## config.mk

```make
export PLATFORM = sky130hd
export DESIGN_NAME = float_ride_ctrl
export DESIGN_NICKNAME = d
export VERILOG_FILES = /design/src/rtl/float_ride_ctrl.sv
export SDC_FILE = /design/constraint.sdc
export NUM_CORES = 1
export LEC_CHECK = 0
export CAP_MARGIN = 40
export CORE_AREA = 3 3 114 61
export DETAILED_ROUTE_END_ITERATION = 16
export DIE_AREA = 0 0 117 64
export GPL_TIMING_DRIVEN = 0
export PLACE_DENSITY = 0.72
export SKIP_LAST_GASP = 1
export SYNTH_ARGS = -nofsm -noshare
export SYNTH_HDL_FRONTEND = slang
export SYNTH_SLANG_ARGS = --single-unit
```

## constraint.sdc

```tcl
create_clock -name i_Clk -period 2.8 [get_ports i_Clk]
set_clock_uncertainty 0.15 [all_clocks]
set_input_delay 0.84 -clock i_Clk [delete_from_list [all_inputs] [get_ports i_Clk]]
set_output_delay 0.84 -clock i_Clk [all_outputs]
set_load 0.01 [all_outputs]
```

## src/rtl/float_ride_ctrl.sv

```systemverilog
// float_ride_ctrl
// Decides whether the frog is riding the floating object, sinking in the
// water band off the object, or dead, and keeps a riding frog moving left
// in lock-step with the object.
//
// Ports
//   i_Clk, i_Rst_L              clock, asynchronous active-low reset
//   i_Floating_X/Y [5:0]        floating-object grid position (leftmost cell)
//   i_Frog_X/Y     [5:0]        frog grid position
//   i_Frog_Move                 pulse: frog controller applied a player move
//   i_Restart                   pulse: leave DEAD
//   o_Riding                    state is RIDING
//   o_Carry_Valid, o_Carry_X    carry request (see handshake note below)
//   o_Drown                     pulse on entry to DEAD
//   o_Dead                      state is DEAD
//   o_State        [1:0]        registered FSM state, for observation
//
// Handshake: o_Carry_Valid is a single-cycle pulse with no ready/backpressure.
// The frog controller must load o_Carry_X in the cycle o_Carry_Valid is high;
// o_Carry_X keeps its last value afterwards.
module float_ride_ctrl #(
    parameter int c_LOG_WIDTH   = 3,
    parameter int c_WATER_Y_MIN = 3,
    parameter int c_WATER_Y_MAX = 6,
    parameter int c_GRACE_COUNT = 12500000,
    parameter int c_MIN_X       = 0
) (
    input  logic       i_Clk,
    input  logic       i_Rst_L,
    input  logic [5:0] i_Floating_X,
    input  logic [5:0] i_Floating_Y,
    input  logic [5:0] i_Frog_X,
    input  logic [5:0] i_Frog_Y,
    input  logic       i_Frog_Move,
    input  logic       i_Restart,
    output logic       o_Riding,
    output logic       o_Carry_Valid,
    output logic [5:0] o_Carry_X,
    output logic       o_Drown,
    output logic       o_Dead,
    output logic [1:0] o_State
);

    typedef enum logic [1:0] {
        IDLE    = 2'd0,
        RIDING  = 2'd1,
        SINKING = 2'd2,
        DEAD    = 2'd3
    } state_t;

    // The counter only has to reach c_GRACE_COUNT-1.
    localparam int c_CNT_W = (c_GRACE_COUNT > 1) ? $clog2(c_GRACE_COUNT) : 1;

    state_t             r_State;
    logic [c_CNT_W-1:0] r_Count;
    logic [5:0]         r_Prev_X;
    logic               r_Prev_Valid;

    logic       w_In_Water;
    logic       w_On_Obj;
    logic       w_Step;
    logic       w_Wrap;
    logic [6:0] w_Obj_End;
    logic [5:0] w_Delta;
    logic [6:0] w_Floor;
    logic [5:0] w_Carry_X;

    assign w_In_Water = (i_Frog_Y >= 6'(c_WATER_Y_MIN)) && (i_Frog_Y <= 6'(c_WATER_Y_MAX));

    // Object end computed 7 bits wide so an object near the right edge
    // does not wrap its span back to column 0.
    assign w_Obj_End = {1'b0, i_Floating_X} + 7'(c_LOG_WIDTH);
    assign w_On_Obj  = (i_Frog_Y == i_Floating_Y) &&
                       (i_Frog_X >= i_Floating_X) &&
                       ({1'b0, i_Frog_X} < w_Obj_End);

    // The object only moves left, so a rise in X means it wrapped to the
    // right edge and left the frog behind.
    assign w_Step = r_Prev_Valid && (i_Floating_X != r_Prev_X);
    assign w_Wrap = w_Step && (i_Floating_X > r_Prev_X);

    // Carry by the distance the object moved, clamped at the left column.
    assign w_Delta   = r_Prev_X - i_Floating_X;
    assign w_Floor   = {1'b0, w_Delta} + 7'(c_MIN_X);
    assign w_Carry_X = ({1'b0, i_Frog_X} < w_Floor) ? 6'(c_MIN_X) : (i_Frog_X - w_Delta);

    assign o_Riding = (r_State == RIDING);
    assign o_Dead   = (r_State == DEAD);
    assign o_State  = r_State;

    always_ff @(posedge i_Clk or negedge i_Rst_L) begin
        if (!i_Rst_L) begin
            r_State       <= IDLE;
            r_Count       <= '0;
            r_Prev_X      <= '0;
            r_Prev_Valid  <= 1'b0;
            o_Carry_Valid <= 1'b0;
            o_Carry_X     <= '0;
            o_Drown       <= 1'b0;
        end else begin
            r_Prev_X      <= i_Floating_X;
            r_Prev_Valid  <= 1'b1;
            o_Carry_Valid <= 1'b0;
            o_Drown       <= 1'b0;

            case (r_State)
                IDLE: begin
                    if (w_On_Obj) begin
                        r_State <= RIDING;
                    end else if (w_In_Water) begin
                        r_State <= SINKING;
                        r_Count <= '0;
                    end
                end

                RIDING: begin
                    if (!w_In_Water) begin
                        r_State <= IDLE;
                    end else if (w_Wrap) begin
                        r_State <= SINKING;
                        r_Count <= '0;
                    end else if (w_Step && !i_Frog_Move) begin
                        // A player move in the same cycle wins: the step is
                        // dropped and on_obj is judged on the new position.
                        if (i_Frog_X > 6'(c_MIN_X)) begin
                            o_Carry_Valid <= 1'b1;
                            o_Carry_X     <= w_Carry_X;
                        end else begin
                            // Already at the left edge: pushed off-screen.
                            r_State <= DEAD;
                            o_Drown <= 1'b1;
                        end
                    end else if (!w_On_Obj) begin
                        r_State <= SINKING;
                        r_Count <= '0;
                    end
                end

                SINKING: begin
                    // Landing on the object beats grace expiry.
                    if (w_On_Obj) begin
                        r_State <= RIDING;
                        r_Count <= '0;
                    end else if (!w_In_Water) begin
                        r_State <= IDLE;
                        r_Count <= '0;
                    end else if (r_Count == c_CNT_W'(c_GRACE_COUNT - 1)) begin
                        r_State <= DEAD;
                        r_Count <= '0;
                        o_Drown <= 1'b1;
                    end else begin
                        r_Count <= r_Count + c_CNT_W'(1);
                    end
                end

                DEAD: begin
                    if (i_Restart) begin
                        r_State <= IDLE;
                        r_Count <= '0;
                    end
                end

                default: r_State <= IDLE;
            endcase
        end
    end

endmodule

```

==> results of run 1 <==
power by group through the flow:
stage	logic (mW)	registers, mW	clock network, mW
global route	0.852	0.627	0.619
detailed placement	0.579	0.636	0
global placement	0.557	0.634	0
finish	0.776	0.625	0.585
floorplan	0.388	0.637	0
CTS	0.726	0.626	0.589
area by class of cell:
class / instances / area (sq um)
Buffer: 9 / 85.1
Clock buffer: 6 / 139
Clock inverter: 1 / 7.51
Fill cell: 420 / 1730
Inverter: 31 / 120
Multi-Input combinational cell: 256 / 2120
Sequential cell: 41 / 1030
Tap cell: 77 / 96.3
Timing Repair Buffer: 72 / 687
metrics by stage:
stage                     setup slack (ns)  setup TNS (ns)  instances
after CTS                           -0.817          -21.19        488
after global placement               -1.79          -63.98        454
after global routing                -0.939          -26.60        493
final                               -0.829          -22.78        493
after detailed placement             -1.84          -52.26        455
after floorplan                     -0.799          -19.41        338
cells by family (layout without fill, tap and decap cells):
group,count (synthesis),after routing
buffers and inverters,41,119
muxes,2,2
AOI/OAI and AO/OA,97,97
other,1,1
and+or+nand+nor,106,106
adders and majority gates,33,33
DFF,41,41
xor gates and xnor gates,17,17
worst max-delay path: stages:
cell	delay, ns
buf_8	0.08
clkinvlp_4	0.11
ha_4	0.19
nor3_2	0.16
xnor2_1	0.09
ha_1	0.31
nand4_1	0.11
a21oi_2	0.16
o32a_1	0.28
o31ai_1	0.11
a211o_2	0.36
or3_4	0.40
buf_8	0.16
o41ai_2	0.31
what timing repair did:
action / 4_1_cts / 5_1_grt
buffers inserted: 26 / 5
endpoints found under the setup margin: 34 / 34
resized for setup: 73 / 20
pin swaps: 32 / 14
gates cloned: 1 / 0
per-layer routing:
metal / share of wire / up-vias / wire length [microns] / GRT usage
met1: 0.42 / 1473 / 3610 / 0.287
met2: 0.52 / 72 / 4450 / 0.407
met3: 0.041 / 20 / 351 / 0.0501
li1: - / 1387 / - / -
met5: 0 / - / 0 / 0
met4: 0.021 / 0 / 178 / 0.0715
state kept, by name, indices dropped and copies added, names as in the netlist:
| register | cells |
|---|---|
| o_Carry_Valid | 1 |
| o_Carry_X | 6 |
| o_Drown | 1 |
| o_State | 2 |
| r_Count | 24 |
| r_Prev_Valid | 1 |
| r_Prev_X | 6 |
worst paths after layout:
check / to / slack (ns)
setup / recovery: r_Count[20] / -0.83
min in group i_Clk: r_Count[20] / 0.34
hold / removal: o_Carry_X[0] / 0.22
setup reg to reg: r_Count[20] / -0.29
max in group asynchronous: r_Count[12] / 1.85
hold reg to reg: r_Count[20] / 0.34
cell usage in the layout, fill, tap and decap left out, types with 3 or more instances in the layout:
cell             count
ha_4                 3
buf_8                3
inv_1               27
dfrtp_1             41
nand4_1              6
inv_2                3
a21o_1               8
nand2b_1            11
o31ai_1              3
buf_4               29
nor3_1              14
a21oi_1             10
xor2_1               4
o22ai_2              8
clkbuf_1             3
o31ai_2              5
clkdlybuf4s50_1     31
o21ai_1             11
o21ai_2              3
o21ai_0             13
ha_1                28
o31ai_4              4
clkbuf_16            5
a21oi_2              5
nor2b_1              3
xnor2_1             13
clkbuf_8             3
nor3b_1              4
nand3_1             16
nor2_1              11
o41ai_2              5
buf_6                3
nand2_1             20
==> impl_metrics.csv, run 1 <==
group,metric,value,unit
clocking,numCtsBuffers,5,
sta,min_period_over_period,1.30,
clocking,clock_latency,0.29,ns
clocking,holdBufCountCts,0,
setup_path,cp_max_fo,6,
route,first_iter_violations,180,
run_status,violations,"negative setup slack",
setup_path,startpoint,"i_Floating_X[1]",
synth,synth.cell_area,3010,sq um
synth,synthCells,338,
sta,fmax,276,MHz
global_route,grt_max_degree,38,
synth,synth_seq_area_share,0.341,
power,pwr-share-comb,0.391,
setup_path,worstPathRequired,2.84,ns
run_status,status,"complete, but fails checks",
place,placed_area,3560,sq um
cells_and_area,fin_util,0.713,
route,vias,2952,
die,dieWidth,117,microns
setup_path,cp.arrival,3.67,ns
cells_and_area,design_area,4280,sq um
route,drc,0,
die,fp.dieH,64,microns
global_route,grt_pass1_vias,2965,
cells_and_area,antenna_cells,0,
synth,yosys.area_share.adder,0.142,
power,power.leakage,1.81,nW
synth,synth_edf_count,0,
sta,post-route-min-period,3.63,ns
power,clkPwrFrac,0.295,
cells_and_area,area_growth,42.2,%
sta,grt_setup_unrepaired,"yes",
sta,fin_ws,-0.829,ns
setup_path,reg2reg_from,"r_Prev_X[0]",
sta,relSlewSlack,0.544,
power,max-vdd-ir-drop,224,uV
place,hpwl,5410,microns
die,initial_core_util,0.501,
clocking,clock-sinks,41,
clocking,root_buffer,"clkbuf_16",
die,ios,40,
route,wirelength,8590,microns
power,p_int,1.33,mW
sta,hold_viol_final,0,
synth,ys_top_cells_by_area,"dfrtp_1 34%, ha_1 13%, inv_1 3.9%",
global_route,grt.total_usage,0.233,
sta,slew_viol_final,0,
flow_run,maxCapViolCount,0,
clocking,path_clk_slew,0.06,ns
global_route,grt_first_pass_wirelength,13900,microns
setup_path,rr_worst_depth,12,
setup_path,worst-setup-path-type,"in -> reg",
route,ant_nets,0,
die,core,6010,sq um
place,gp_congestion,0.842,
synth,synthSimpleGateAreaFrac,0.188,
min_path,min_path_type,"in -> async",
clocking,cts_buffer_depth,2,
synth,yosysTopAreaCell,"dfrtp_1",
synth,syn_nets,399,
synth,yosysUniqueCellTypes,52,
setup_path,cp-start-kind,"primary input",
clocking,htreeDepth,2,
route,drt-wirelength-per-cell,17.4,microns
synth,synthFlopType,"dfrtp_1",
synth,synth-seq-cells,41,
synth,synth_commonest_cells,"41 x dfrtp_1, 31 x ha_1, 31 x inv_1",
sta,hold_slack,0.220,ns
cells_and_area,layout-drive-gt1-share,0.260,
sta,worstMarginPinSlew,0.679,ns
synth,async_flop_share,1.00,
synth,synth_compound_area_frac,0.217,
power,power.total,1.99,mW
clocking,cts_tree,"built",
synth,avgSynthCellArea,8.90,sq um
synth,yosys_warnings,0,
cells_and_area,nets,477,
die,num_rows,20,
setup_path,end_kind,"flip-flop",
route,via_per_inst,5.99,
synth,yosysMostFrequentCell,"dfrtp_1",
route,dr.pass1.iters,4,
synth,synth-xor-area-share,0.0495,
power,swShare,0.332,
place,portBuffers,39,
die,die-area,7490,sq um
synth,netlist.area_leader.share,0.341,
power,p_switching,0.659,mW
power,p_seq_frac,0.315,
global_route,antenna_found_initial,0,
sta,setup_viol,34,
synth,synth.area.mux_share,0.00707,
global_route,grt.overflow.total,0,
power,p_per_area,464,nW/um^2
synth,synth_top_family_by_area,"compound AO/OA/AOI/OAI gates",
No activity file was read; power rests on OpenSTA's default activity.
==> run 2, diff against run 1 <==
- ABC_CLOCK_PERIOD_IN_PS: unset -> 2800
- CAP_MARGIN: 40 -> unset
==> run 2 against run 1 <==
Compared with the run above: the flow still finishes with violations (negative setup slack); via count unchanged; clock power about the same; core utilization unchanged; setup slack did not move; wire length did not move; hold slack is the same; critical path depth is the same; clock-buffer cell count unchanged; critical path type unchanged; critical endpoint unchanged.
==> impl_metrics.csv, run 2 (synthesis gave the netlist of run 1 again) <==
group,metric,value,unit
sta,min_period_over_period,1.30,
power,power.total,1.99,mW
setup_path,crit_buf_inv,3,
route,vias,2952,
route,wirelength,8590,microns
min_path,min_path_type,"in -> async",
setup_path,crit_path_top_delay_cell,"or3_4",
die,initial_core_util,0.501,
place,portBuffers,39,
setup_path,cp_max_fo,6,
clocking,root_buffer,"clkbuf_16",
sta,hold_viol_final,0,
clocking,numCtsBuffers,5,
cells_and_area,nets,477,
cells_and_area,design_area,4280,sq um
global_route,antenna_found_initial,0,
setup_path,cp-start-kind,"primary input",
cells_and_area,fillers,420,
route,drt-wirelength-per-cell,17.4,microns
clocking,clock-sinks,41,
setup_path,worstPathRequired,2.84,ns
setup_path,crit_family,"compound AO/OA/AOI/OAI gates",
global_route,grt_max_degree,38,
global_route,grt.overflow.total,0,
cells_and_area,regMostFlops,"r_Count",
place,placed_area,3560,sq um
die,dieWidth,117,microns
power,max-vdd-ir-drop,224,uV
clocking,cts_buffer_depth,2,
sta,fin_ws,-0.829,ns
setup_path,worst_path_largest_cell_delay,0.40,ns
place,dp.cells,455,
sta,slew_viol_final,0,
cells_and_area,antenna_cells,0,
route,ant_nets,0,
sta,post-route-min-period,3.63,ns
clocking,path_clk_slew,0.06,ns
setup_path,crit_top_cell,"buf_8",
flow_run,maxCapViolCount,0,
clocking,cts_tree,"built",
clocking,clock_latency,0.29,ns
cells_and_area,final_common_cell,"dfrtp_1",
sta,worstMarginPinSlew,0.679,ns
setup_path,end_kind,"flip-flop",
cells_and_area,layout_common_cells,"41 x dfrtp_1, 31 x clkdlybuf4s50_1, 29 x buf_4",
cells_and_area,fin_util,0.713,
die,core,6010,sq um
die,fp.dieH,64,microns
sta,setup_viol,34,
power,clkPwrFrac,0.295,
cells_and_area,reg.largest.list,"r_Count x24, o_Carry_X x6, r_Prev_X x6",
run_status,status,"complete, but fails checks",
die,die-area,7490,sq um
sta,fmax,276,MHz
setup_path,cp.arrival,3.67,ns
power,p_per_area,464,nW/um^2
global_route,grt_first_pass_wirelength,13900,microns
global_route,grt.total_usage,0.233,
route,dr.pass1.iters,4,
route,via_per_inst,5.99,
setup_path,worst-setup-path-type,"in -> reg",
die,num_rows,20,
global_route,grt_pass1_vias,2965,
setup_path,reg2reg_from,"r_Prev_X[0]",
power,p_seq_frac,0.315,
run_status,violations,"negative setup slack",
place,gp_congestion,0.842,
power,power.leakage,1.81,nW
sta,grt_setup_unrepaired,"yes",
power,p_int,1.33,mW
setup_path,path_cells,"buf_8 > clkinvlp_4 > ha_4 > nor3_2 > xnor2_1 > ha_1 > nand4_1 > a21oi_2 > o32a_1 > o31ai_1 > a211o_2 > or3_4 > buf_8 > o41ai_2",
die,ios,40,
place,hpwl,5410,microns
sta,relSlewSlack,0.544,
power,swShare,0.332,
power,p_switching,0.659,mW
route,drc,0,
cells_and_area,fin_cells,493,
cells_and_area,largest_reg_flops,24,
route,first_iter_violations,180,
clocking,htreeDepth,2,
sta,tns,-22.78,ns
cells_and_area,layout-drive-gt1-share,0.260,
setup_path,startpoint,"i_Floating_X[1]",
cells_and_area,area_growth,42.2,%
clocking,holdBufCountCts,0,
power,pwr-share-comb,0.391,
[run 2: cell counts in the layout (fill, tap and decap cells not counted)]
No cell type changed its count.
[run 2: per-layer routing]
| metal | up-vias | global-route usage | wire length, microns |
|---|---|---|---|
| li1 | 1387 | - | - |
| met1 | 1473 | 0.287 | 3610 |
| met2 | 72 | 0.407 | 4450 |
| met3 | 20 | 0.0501 | 351 |
| met4 | 0 | 0.0715 | 178 |
| met5 | - | 0 | 0 |
[run 2: cell type report]
class                   instances  area (sq um)  area share
inverters                      31           120      0.0281
well taps                      77          96.3      0.0225
flip-flops and latches         41          1030       0.240
multi-input cells             256          2120       0.495
plain buffers                   9          85.1      0.0199
clock inverters                 1          7.51     0.00175
clock buffers                   6           139      0.0324
repair buffers                 72           687       0.160
[run 2: worst register-to-register path: stages, from the launching register on]
cell and delay (ns):
dfrtp_1 0.36, inv_1 0.06, ha_1 0.14, inv_1 0.07
fa_2 0.40, a21o_1 0.17, a21oi_2 0.17, a21o_1 0.16
o31ai_1 0.08, a211o_2 0.36, or3_4 0.40, buf_8 0.16
o41ai_2 0.31
[run 2: path summary, 6_finish.rpt]
path,end,slack (ns),cells past startpoint
setup / recovery,r_Count[20],-0.83,14
hold / removal,o_Carry_X[0],0.22,1
setup reg to reg,r_Count[20],-0.29,12
hold reg to reg,r_Count[20],0.34,1
max in group asynchronous,r_Count[12],1.85,2
min in group i_Clk,r_Count[20],0.34,1
[run 2: what timing repair did]
item	in CTS	in global routing
pin swaps	32	14
endpoints found under the setup margin	34	34
gates cloned	1	0
gates resized for setup	73	20
buffers inserted	26	5
[run 2: power groups by stage]
stage / registers, mW / logic (mW) / clock network [mW]
detailed placement: 0.636 / 0.579 / 0
global route: 0.627 / 0.852 / 0.619
finish: 0.625 / 0.776 / 0.585
global placement: 0.634 / 0.557 / 0
CTS: 0.626 / 0.726 / 0.589
floorplan: 0.637 / 0.388 / 0
[run 2: metrics by stage]
stage               hold WS (ns)  setup WS, ns
floorplan                  0.295        -0.799
global placement           0.313         -1.79
detailed placement         0.317         -1.84
CTS                        0.218        -0.817
global route               0.224        -0.939
finish                     0.220        -0.829
